$ cat config.mk
export PLATFORM = sky130hd
export DESIGN_NAME = synth_param_loader
export DESIGN_NICKNAME = d
export VERILOG_FILES = /design/src/rtl/synth_pkg.sv /design/src/rtl/synth_frame_timeout.sv /design/src/rtl/synth_param_loader.sv
export SDC_FILE = /design/constraint.sdc
export NUM_CORES = 1
export LEC_CHECK = 0
export ABC_AREA = 1
export BUFFER_PORTS_ARGS = -buffer_cell sky130_fd_sc_hd__buf_4
export CORE_AREA = 2 2 176 178
export CTS_CLUSTER_DIAMETER = 150
export CTS_CLUSTER_SIZE = 40
export DETAILED_ROUTE_END_ITERATION = 12
export DIE_AREA = 0 0 178 180
export PLACE_DENSITY = 0.56
export REMOVE_ABC_BUFFERS = 1
export SYNTH_ARGS = -nofsm -noshare
export SYNTH_HDL_FRONTEND = slang
export SYNTH_SLANG_ARGS = --single-unit
$ cat constraint.sdc
create_clock -name CLK -period 3 [get_ports CLK]
set_clock_uncertainty 0.2 [all_clocks]
set_input_delay 0.15 -clock CLK [delete_from_list [all_inputs] [get_ports CLK]]
set_output_delay 0.15 -clock CLK [all_outputs]
set_load 0.02 [all_outputs]
$ cat src/rtl/synth_pkg.sv
// Shared definitions for the synthesizer parameter loader: command codes,
// payload length, field widths and the frame-parser state encoding.
package synth_pkg;

  localparam logic [7:0] CMD_WRITE_PARAMS = 8'h01;
  localparam logic [7:0] CMD_START        = 8'h02;

  localparam int PAYLOAD_LEN = 13;

  localparam int SIGNAL_TYPE_W = 2;
  localparam int F_CARRIER_W   = 32;
  localparam int T_IMPULSE_W   = 10;
  localparam int T_PERIOD_W    = 13;
  localparam int NUM_OF_IMP_W  = 5;
  localparam int DEVIATION_W   = 22;

  typedef enum logic [1:0] {
    IDLE,
    CMD,
    PAYLOAD,
    CHECK
  } state_e;

endpackage

$ cat src/rtl/synth_frame_timeout.sv
// Inter-byte timeout: reloadable down-counter. Every received byte reloads
// it; while a frame is in progress it counts down and flags expiry when it
// sits at zero and no byte arrives (an arriving byte always wins).
module synth_frame_timeout #(
  parameter int CYCLES = 100000
) (
  input  logic clk,
  input  logic rst_n,
  input  logic load,
  input  logic run,
  output logic expired
);

  localparam int CW = (CYCLES > 1) ? $clog2(CYCLES) : 1;
  localparam logic [CW-1:0] RELOAD = CW'(CYCLES - 1);

  logic [CW-1:0] cnt_q, cnt_d;

  // Next count: reload on a byte, otherwise decrement toward zero while active
  always_comb begin
    cnt_d = cnt_q;
    if (load) begin
      cnt_d = RELOAD;
    end else if (run && (cnt_q != '0)) begin
      cnt_d = cnt_q - 1'b1;
    end
  end

  // Counter register
  always_ff @(posedge clk or negedge rst_n) begin
    if (!rst_n) begin
      cnt_q <= '0;
    end else begin
      cnt_q <= cnt_d;
    end
  end

  assign expired = run && !load && (cnt_q == '0);

endmodule

$ cat src/rtl/synth_param_loader.sv
// Frame parser and committed parameter store for digital_synthesizer_v1.
// Frames: HEADER, CMD, PAYLOAD[n], CHK (CHK = XOR of CMD and payload).
// Payload lands in a shadow set; outputs change only on a verified commit.
// Optional build macro SYNTH_PARAM_RANGE_CHECK_EN rejects WRITE_PARAMS frames
// whose parameters are unusable (zero width/count, width >= period, type 3).
module synth_param_loader
  import synth_pkg::*;
#(
  parameter int         TIMEOUT_CYCLES = 100000,
  parameter logic [7:0] HEADER_BYTE    = 8'hA5
) (
  input  logic                     CLK,
  input  logic                     RESET_N,
  input  logic [7:0]               RX_DATA,
  input  logic                     RX_VALID,
  output logic                     SIGN_START_GEN,
  output logic [SIGNAL_TYPE_W-1:0] SIGNAL_TYPE,
  output logic [F_CARRIER_W-1:0]   F_CARRIER,
  output logic [T_IMPULSE_W-1:0]   T_IMPULSE,
  output logic [T_PERIOD_W-1:0]    T_PERIOD,
  output logic [NUM_OF_IMP_W-1:0]  NUM_OF_IMP,
  output logic [DEVIATION_W-1:0]   DEVIATION,
  output logic                     PARAM_VALID,
  output logic                     FRAME_OK,
  output logic                     FRAME_ERR
);

  state_e state_q, state_d;
  logic [3:0] cnt_q, cnt_d;
  logic [7:0] xor_q, xor_d;
  logic       is_write_q, is_write_d;

  // Shadow set, filled byte by byte from the payload
  logic [SIGNAL_TYPE_W-1:0] sh_type_q, sh_type_d;
  logic [F_CARRIER_W-1:0]   sh_fc_q, sh_fc_d;
  logic [T_IMPULSE_W-1:0]   sh_timp_q, sh_timp_d;
  logic [T_PERIOD_W-1:0]    sh_tper_q, sh_tper_d;
  logic [NUM_OF_IMP_W-1:0]  sh_num_q, sh_num_d;
  logic [DEVIATION_W-1:0]   sh_dev_q, sh_dev_d;

  // Committed set and output flags
  logic [SIGNAL_TYPE_W-1:0] type_q, type_d;
  logic [F_CARRIER_W-1:0]   fc_q, fc_d;
  logic [T_IMPULSE_W-1:0]   timp_q, timp_d;
  logic [T_PERIOD_W-1:0]    tper_q, tper_d;
  logic [NUM_OF_IMP_W-1:0]  num_q, num_d;
  logic [DEVIATION_W-1:0]   dev_q, dev_d;
  logic pvalid_q, pvalid_d;
  logic ok_q, ok_d;
  logic err_q, err_d;
  logic start_q, start_d;

  logic tmo_expired;
  logic range_bad;

  synth_frame_timeout #(
    .CYCLES (TIMEOUT_CYCLES)
  ) u_timeout (
    .clk     (CLK),
    .rst_n   (RESET_N),
    .load    (RX_VALID),
    .run     (state_q != IDLE),
    .expired (tmo_expired)
  );

`ifdef SYNTH_PARAM_RANGE_CHECK_EN
  assign range_bad = (sh_timp_q == '0) || (sh_num_q == '0) ||
                     ({3'b000, sh_timp_q} >= sh_tper_q) || (sh_type_q == 2'b11);
`else
  assign range_bad = 1'b0;
`endif

  // Frame parser: next state, shadow assembly, commit and result pulses
  always_comb begin
    state_d    = state_q;
    cnt_d      = cnt_q;
    xor_d      = xor_q;
    is_write_d = is_write_q;
    sh_type_d  = sh_type_q;
    sh_fc_d    = sh_fc_q;
    sh_timp_d  = sh_timp_q;
    sh_tper_d  = sh_tper_q;
    sh_num_d   = sh_num_q;
    sh_dev_d   = sh_dev_q;
    type_d     = type_q;
    fc_d       = fc_q;
    timp_d     = timp_q;
    tper_d     = tper_q;
    num_d      = num_q;
    dev_d      = dev_q;
    pvalid_d   = pvalid_q;
    ok_d       = 1'b0;
    err_d      = 1'b0;
    start_d    = 1'b0;

    case (state_q)
      IDLE: begin
        if (RX_VALID && (RX_DATA == HEADER_BYTE)) begin
          state_d = CMD;
        end
      end
      CMD: begin
        if (RX_VALID) begin
          xor_d = RX_DATA;
          cnt_d = '0;
          if (RX_DATA == CMD_WRITE_PARAMS) begin
            is_write_d = 1'b1;
            state_d    = PAYLOAD;
          end else if (RX_DATA == CMD_START) begin
            is_write_d = 1'b0;
            state_d    = CHECK;
          end else begin
            err_d   = 1'b1;
            state_d = IDLE;
          end
        end
      end
      PAYLOAD: begin
        if (RX_VALID) begin
          xor_d = xor_q ^ RX_DATA;
          cnt_d = cnt_q + 4'd1;
          case (cnt_q)
            4'd0:  sh_type_d         = RX_DATA[1:0];
            4'd1:  sh_fc_d[31:24]    = RX_DATA;
            4'd2:  sh_fc_d[23:16]    = RX_DATA;
            4'd3:  sh_fc_d[15:8]     = RX_DATA;
            4'd4:  sh_fc_d[7:0]      = RX_DATA;
            4'd5:  sh_timp_d[9:8]    = RX_DATA[1:0];
            4'd6:  sh_timp_d[7:0]    = RX_DATA;
            4'd7:  sh_tper_d[12:8]   = RX_DATA[4:0];
            4'd8:  sh_tper_d[7:0]    = RX_DATA;
            4'd9:  sh_num_d          = RX_DATA[4:0];
            4'd10: sh_dev_d[21:16]   = RX_DATA[5:0];
            4'd11: sh_dev_d[15:8]    = RX_DATA;
            4'd12: sh_dev_d[7:0]     = RX_DATA;
            default: ;
          endcase
          if (cnt_q == 4'(PAYLOAD_LEN - 1)) begin
            state_d = CHECK;
          end
        end
      end
      CHECK: begin
        if (RX_VALID) begin
          state_d = IDLE;
          if (RX_DATA != xor_q) begin
            err_d = 1'b1;
          end else if (is_write_q) begin
            if (range_bad) begin
              err_d = 1'b1;
            end else begin
              type_d   = sh_type_q;
              fc_d     = sh_fc_q;
              timp_d   = sh_timp_q;
              tper_d   = sh_tper_q;
              num_d    = sh_num_q;
              dev_d    = sh_dev_q;
              pvalid_d = 1'b1;
              ok_d     = 1'b1;
            end
          end else if (pvalid_q) begin
            start_d = 1'b1;
            ok_d    = 1'b1;
          end else begin
            err_d = 1'b1;
          end
        end
      end
      default: state_d = IDLE;
    endcase

    // Silence mid-frame abandons the frame; the shadow set is simply never used
    if (tmo_expired) begin
      state_d = IDLE;
      err_d   = 1'b1;
    end
  end

  // State, shadow and committed registers
  always_ff @(posedge CLK or negedge RESET_N) begin
    if (!RESET_N) begin
      state_q    <= IDLE;
      cnt_q      <= '0;
      xor_q      <= '0;
      is_write_q <= 1'b0;
      sh_type_q  <= '0;
      sh_fc_q    <= '0;
      sh_timp_q  <= '0;
      sh_tper_q  <= '0;
      sh_num_q   <= '0;
      sh_dev_q   <= '0;
      type_q     <= '0;
      fc_q       <= '0;
      timp_q     <= '0;
      tper_q     <= '0;
      num_q      <= '0;
      dev_q      <= '0;
      pvalid_q   <= 1'b0;
      ok_q       <= 1'b0;
      err_q      <= 1'b0;
      start_q    <= 1'b0;
    end else begin
      state_q    <= state_d;
      cnt_q      <= cnt_d;
      xor_q      <= xor_d;
      is_write_q <= is_write_d;
      sh_type_q  <= sh_type_d;
      sh_fc_q    <= sh_fc_d;
      sh_timp_q  <= sh_timp_d;
      sh_tper_q  <= sh_tper_d;
      sh_num_q   <= sh_num_d;
      sh_dev_q   <= sh_dev_d;
      type_q     <= type_d;
      fc_q       <= fc_d;
      timp_q     <= timp_d;
      tper_q     <= tper_d;
      num_q      <= num_d;
      dev_q      <= dev_d;
      pvalid_q   <= pvalid_d;
      ok_q       <= ok_d;
      err_q      <= err_d;
      start_q    <= start_d;
    end
  end

  assign SIGN_START_GEN = start_q;
  assign SIGNAL_TYPE    = type_q;
  assign F_CARRIER      = fc_q;
  assign T_IMPULSE      = timp_q;
  assign T_PERIOD       = tper_q;
  assign NUM_OF_IMP     = num_q;
  assign DEVIATION      = dev_q;
  assign PARAM_VALID    = pvalid_q;
  assign FRAME_OK       = ok_q;
  assign FRAME_ERR      = err_q;

endmodule

# After elaboration in Yosys (flattened, before gate mapping)
# Index checks and enable logic that the tools add are counted.
# Widths: inputs -> output; s select.
[op_classes]
n_eq_ne = 26
bitwise_logic = 2
n_mux = 37
reduce_logical = 30
add_sub_neg = 2
[op_table]
columns = ["cell", "n"]
rows = [
  ["$reduce_and 3->1", 15],
  ["$mux 17", 2],
  ["$eq 4x4->1 const B", 5],
  ["$mux 1", 19],
  ["$logic_not 17->1", 1],
  ["$reduce_bool 17->1", 1],
  ["$sub 17x1->17 const B", 1],
  ["$eq 4x3->1 const B", 4],
  ["$mux 2", 8],
  ["$mux 8", 2],
  ["$pmux 8 s2", 1],
  ["$ne 3x3->1 const B", 5],
  ["$eq 4x2->1 const B", 2],
  ["$eq 8x1->1 const B", 1],
  ["$eq 8x2->1 const B", 1],
  ["$eq 8x8->1 const B", 1],
  ["$mux 4", 2],
  ["$ne 8x8->1", 1],
  ["$pmux 2 s4", 1],
  ["$pmux 4 s2", 1],
  ["$reduce_bool 2->1", 4],
  ["$xor 8x8->8", 1],
  ["$reduce_and 5->1", 1],
  ["$add 4x1->4 const B", 1],
  ["other kinds (11)", 16],
]
[totals]
register_bits = 204
inputBits = 11

# Logic depth before layout (Yosys ltp)
[depth]
depth_word = 6
mapped_depth = 12
mapped_depth_nobuf = 12

# Hierarchy
# From an unflattened synthesis, not the netlist that was laid out.
[unflattened]
cells_unflattened = 1015
area_unflattened_um2 = 8814.7
[by_module_without_submodules]
columns = ["mod", "area_per_inst_um2", "n_inst", "cells_each", "seq_area_each_um2"]
rows = [
  ["synth_param_loader", 7617.3, 1, 834, 4679.5],
  ["synth_frame_timeout", 1197.4, 1, 181, 425.4],
]

# Worst setup path before layout
# Ideal clock, no wire load.
[synth_timing]
path_type = "flip-flop to flip-flop"
startpoint = "register u_timeout.cnt_q[0]"
endpoint = "register u_timeout.cnt_q[7]"
period_less_slack_ps = 1773
arrival_ps = 1450
n_path_buf = 1
path_slack_ps = 1227
path_stages_with_launch = 13
cell_sequence = "dfrtp_1 inv_1 ha_1 inv_1 nor2_1 nand2_1 nor2_1 nand2_1 nand2_2 nand2_1 clkbuf_2 o21ai_0 nand2_1"
[synth_via]
elab_chain_len = 3
elab_cells_between_ends = 6
[synth_lines]
columns = ["element", "line_no", "text"]
rows = [
  ["start, declared", "synth_frame_timeout.sv:17", "logic [CW-1:0] cnt_q, cnt_d;"],
  ["start signal, assigned", "synth_frame_timeout.sv:34", "cnt_q <= cnt_d;"],
  ["$sub 17x1->17 or $reduce_bool 17->1 (tied branches)", "synth_frame_timeout.sv:25, synth_frame_timeout.sv:24", ""],
  ["$mux 17 or $logic_and 1x1->1 (tied branches)", "synth_frame_timeout.sv:24", "end else if (run && (cnt_q != '0)) begin"],
  ["$mux 17 or $reduce_bool 2->1 (tied branches)", "n/a", ""],
]
# Parallel ways exist; a longest one is shown, timed or not. The select of a mux whose other input is x is not followed.
# A chain may end at the register's enable or synchronous reset.

# Final worst setup path
[layout_timing]
startpoint = "input port RX_DATA[6]"
endpoint = "register dev_q[18] (netlist: DEVIATION[18])"
[layout_via]
elab_chain_len = 3
[layout_lines]
columns = ["element", "line_no", "text"]
rows = [
  ["start, declared", "synth_param_loader.sv:14", "input logic [7:0] RX_DATA,"],
  ["$ne 8x8->1", "synth_param_loader.sv:146", "if (RX_DATA != xor_q) begin"],
  ["$not 1->1 (no source line)", "n/a", ""],
  ["$reduce_and 4->1 (no source line)", "n/a", ""],
  ["end signal, assigned", "synth_param_loader.sv:218", "dev_q <= dev_d;"],
  ["end, declared", "synth_param_loader.sv:47", "logic [DEVIATION_W-1:0] dev_q, dev_d;"],
]
# No other way between the ends.

==> qor.csv <==
stage;metric;value;unit
global_route;initial antenna violation count;0;
timing;fin crit share;74.2;%
route;DR vias;6803;
critical_path;Bufs and invs on worst path;4;
logic_synthesis;cell area after synthesis;8890;sq um
floorplan;Die H;180;microns
critical_path;Setup crit end kind;register;
route;antenna-violating nets left;0;
final_layout;area added between synthesis and finish;16.1;%
critical_path;Top Family by Delay on Critical Path;buffers and inverters;
logic_synthesis;EDFF count, synth;0;
clock_network;CTS tree;done;
logic_synthesis;Post-synth top cells;nand2_1 (349), dfrtp_1 (204), nand4_1 (90);
floorplan;CORE AREA;30200;sq um
critical_path;critical path peak fanout;63;
route;post-route DRC violation count;0;
floorplan;total die area;32000;sq um
pwr;Peak VDD IR;0.399;mV
floorplan;Initial Util;29.5;%
timing;RSZ-0062 raised after global routing;no;
timing;fin crit period;2.22;ns
timing;final hold vios;0;
global_route;Overall Global Routing Usage;14.4;%
critical_path;Cell Chain, Critical Path;dlygate4sd3_1 -> buf_4 -> inv_1 -> nand2_1 -> nand3_1 -> nor2_1 -> nand4_1 -> buf_4 -> nand2_1 -> nand2_1;
placed_design;port bufs;98;
placed_design;Area after DPL;9960;sq um
logic_synthesis;cell taking the most area after synthesis;dfrtp_1;
placed_design;dpl hpwl;14.6;mm
final_layout;Nets;1096;
final_layout;number of fillers in the final layout;3168;
global_route;vias in the first global route;6840;
final_layout;share of post-route cells with drive strength above 1;14.1;%
route;First-pass DRT Iterations;5;
logic_synthesis;Seq/Total Area, Yosys;57.4;%
critical_path;Slowest cell on crit path;dlygate4sd3_1;
route;final wirelength;22.7;mm
logic_synthesis;Synth Flop Type;dfrtp_1;
floorplan;I/O pin count;99;
timing;Hold WS;0.00583;ns
global_route;pin count of the biggest net entering global routing;84;
final_layout;# diodes;0;
critical_path;Worst Setup Start Kind;input port;
clock_network;CTS root buffer;clkbuf_16;
clock_network;H-tree Lvls;1;
global_route;GRT overflow;0;
timing;Fmax;449;MHz
clock_network;Worst-Skew Late Latency;0.49;ns
clock_network;Post-CTS Setup Bufs;0;
pwr;standby leakage power;0.00528;uW
timing;Setup TNS Final;0;ns
logic_synthesis;Ys Warns;0;
logic_synthesis;Mapped Avg Cell Area;8.89;sq um
pwr;cell area power density;557;nW/um^2
outcome;status;finished clean;
clock_network;CTS resizes;0;
final_layout;cell area after layout;10300;sq um
clock_network;Worst-path clk slew;0.14;ns
logic_synthesis;Async SR Flop Fraction;100;%
logic_synthesis;top-count cell post-synth;nand2_1;
clock_network;CTS buffer count;9;
logic_synthesis;Synth top area share;57.4;%
placed_design;GPL Wtd Cong;0.885;
clock_network;Max Root-Sink Buffers;3;
critical_path;WS Path Type;in2reg;
timing;Final setup viols;0;
logic_synthesis;Syn Inst Count;1000;
logic_synthesis;Synth area leaders;dfrtp_1 (57%), nand2_1 (15%), nand4_1 (6.3%), o21ai_1 (3.9%), nor2_1 (2.2%);
critical_path;most used cell, CP;nand2_1;
placed_design;pre-CTS setup slack;0.811;ns
job;Max Cap Viol;0;
critical_path;CP required;3.22;ns
floorplan;Die X;178;microns
timing;Rel. slew slack;37.3;%
pwr;total power;5750;uW
worst_hold_path;Worst Hold Class;in2async;
timing;Slew @ Worst Pin;0.940;ns
critical_path;crit path DAT;2.45;ns
route;Routed WL per cell;15.4;microns
logic_synthesis;Netlist cell types;31;
global_route;first-pass GRT wire length;37.4;mm
route;detailed-route vias per instance;4.61;
timing;setup ws final;0.775;ns
timing;Pins Over Slew Limit;0;
logic_synthesis;#FFs+latches synth;204;
critical_path;max incr delay on CP;0.56;ns
route;initial detailed-routing violation count;447;
floorplan;Core Rows;64;
clock_network;CTS Sinks;204;
## worst paths after layout
path	startpoint	to	slack, ns	cells past startpoint
hold reg to reg	F_CARRIER[15]$_DFFE_PN0P_	F_CARRIER[15]$_DFFE_PN0P_	0.29	2
setup reg to reg	u_timeout.cnt_q[0]$_DFFE_PN0P_	u_timeout.cnt_q[0]$_DFFE_PN0P_	0.90	12
max in group asynchronous	RESET_N	sh_dev_q[2]$_DFFE_PN0P_	1.70	3
hold / removal	RESET_N	sh_dev_q[5]$_DFFE_PN0P_	0.006	2
min in group CLK	F_CARRIER[15]$_DFFE_PN0P_	F_CARRIER[15]$_DFFE_PN0P_	0.29	2
setup / recovery	RX_DATA[6]	DEVIATION[18]$_DFFE_PN0P_	0.78	10
## metal layers
| layer | vias to the layer above | share of wire, % | track usage (%) |
|---|---|---|---|
| li1 | 3411 | - | - |
| met1 | 3252 | 48 | 20.8 |
| met2 | 124 | 46 | 23.3 |
| met3 | 16 | 4.4 | 1.99 |
| met4 | 0 | 1.1 | 2.43 |
| met5 | - | 0 | 0 |
## power breakdown
group | switching (uW) | total [uW] | internal (uW)
logic | 691 | 1050 | 357
registers | 204 | 3240 | 3030
clock network | 891 | 1470 | 575
## state kept, by name (all words and copies together) (netlist names), 2 cells and up
name / cells
DEVIATION: 22
F_CARRIER: 32
NUM_OF_IMP: 5
SIGNAL_TYPE: 2
T_IMPULSE: 10
T_PERIOD: 13
cnt_q: 4
sh_dev_q: 22
sh_fc_q: 32
sh_num_q: 5
sh_timp_q: 10
sh_tper_q: 13
sh_type_q: 2
state_q: 2
u_timeout.cnt_q: 17
xor_q: 8
## placed cells by master (no fill, tap or decap), drive strengths merged
cell type and count:
o22ai 1, dlygate4sd3 10, buf 113, clkbuf 10, a21oi 10, or2 1, clkinv 2, o211ai 2
inv 54, nor2 61, dfrtp 204, xnor2 6, nand2 359, nand3 32, nor3 2, nand3b 1
xor2 13, ha 6, o21ai 102, nand4 90
## through the flow
stage               utilization (%)  cells
floorplan                         -    944
global placement               33.0   1454
detailed placement             33.0   1454
CTS                            34.2   1475
global route                   34.2   1475
finish                         34.2   1475
## timing repair
action	CTS	global route
hold endpoints to repair	190	0
setup endpoints to repair	0	0
hold buffers	10	0
## cells by family after synthesis
group,count (synthesis),share of synthesized area [%]
compound gates,115,6.54
xor+xnor,19,1.87
fa+ha+maj,6,0.844
buf+inv,110,5.84
flops,204,57.4
simple gates,546,27.5
## layout make-up
cell class | instances | area (sq um) | share of cell area [%]
Tap cell | 396 | 495 | 4.80
Timing Repair Buffer | 124 | 975 | 9.44
Multi-Input combinational cell | 686 | 3280 | 31.8
Sequential cell | 204 | 5100 | 49.5
Inverter | 54 | 205 | 1.99
Clock buffer | 9 | 225 | 2.18
Clock inverter | 2 | 38.8 | 0.376
No activity file was read; power rests on OpenSTA's default activity.
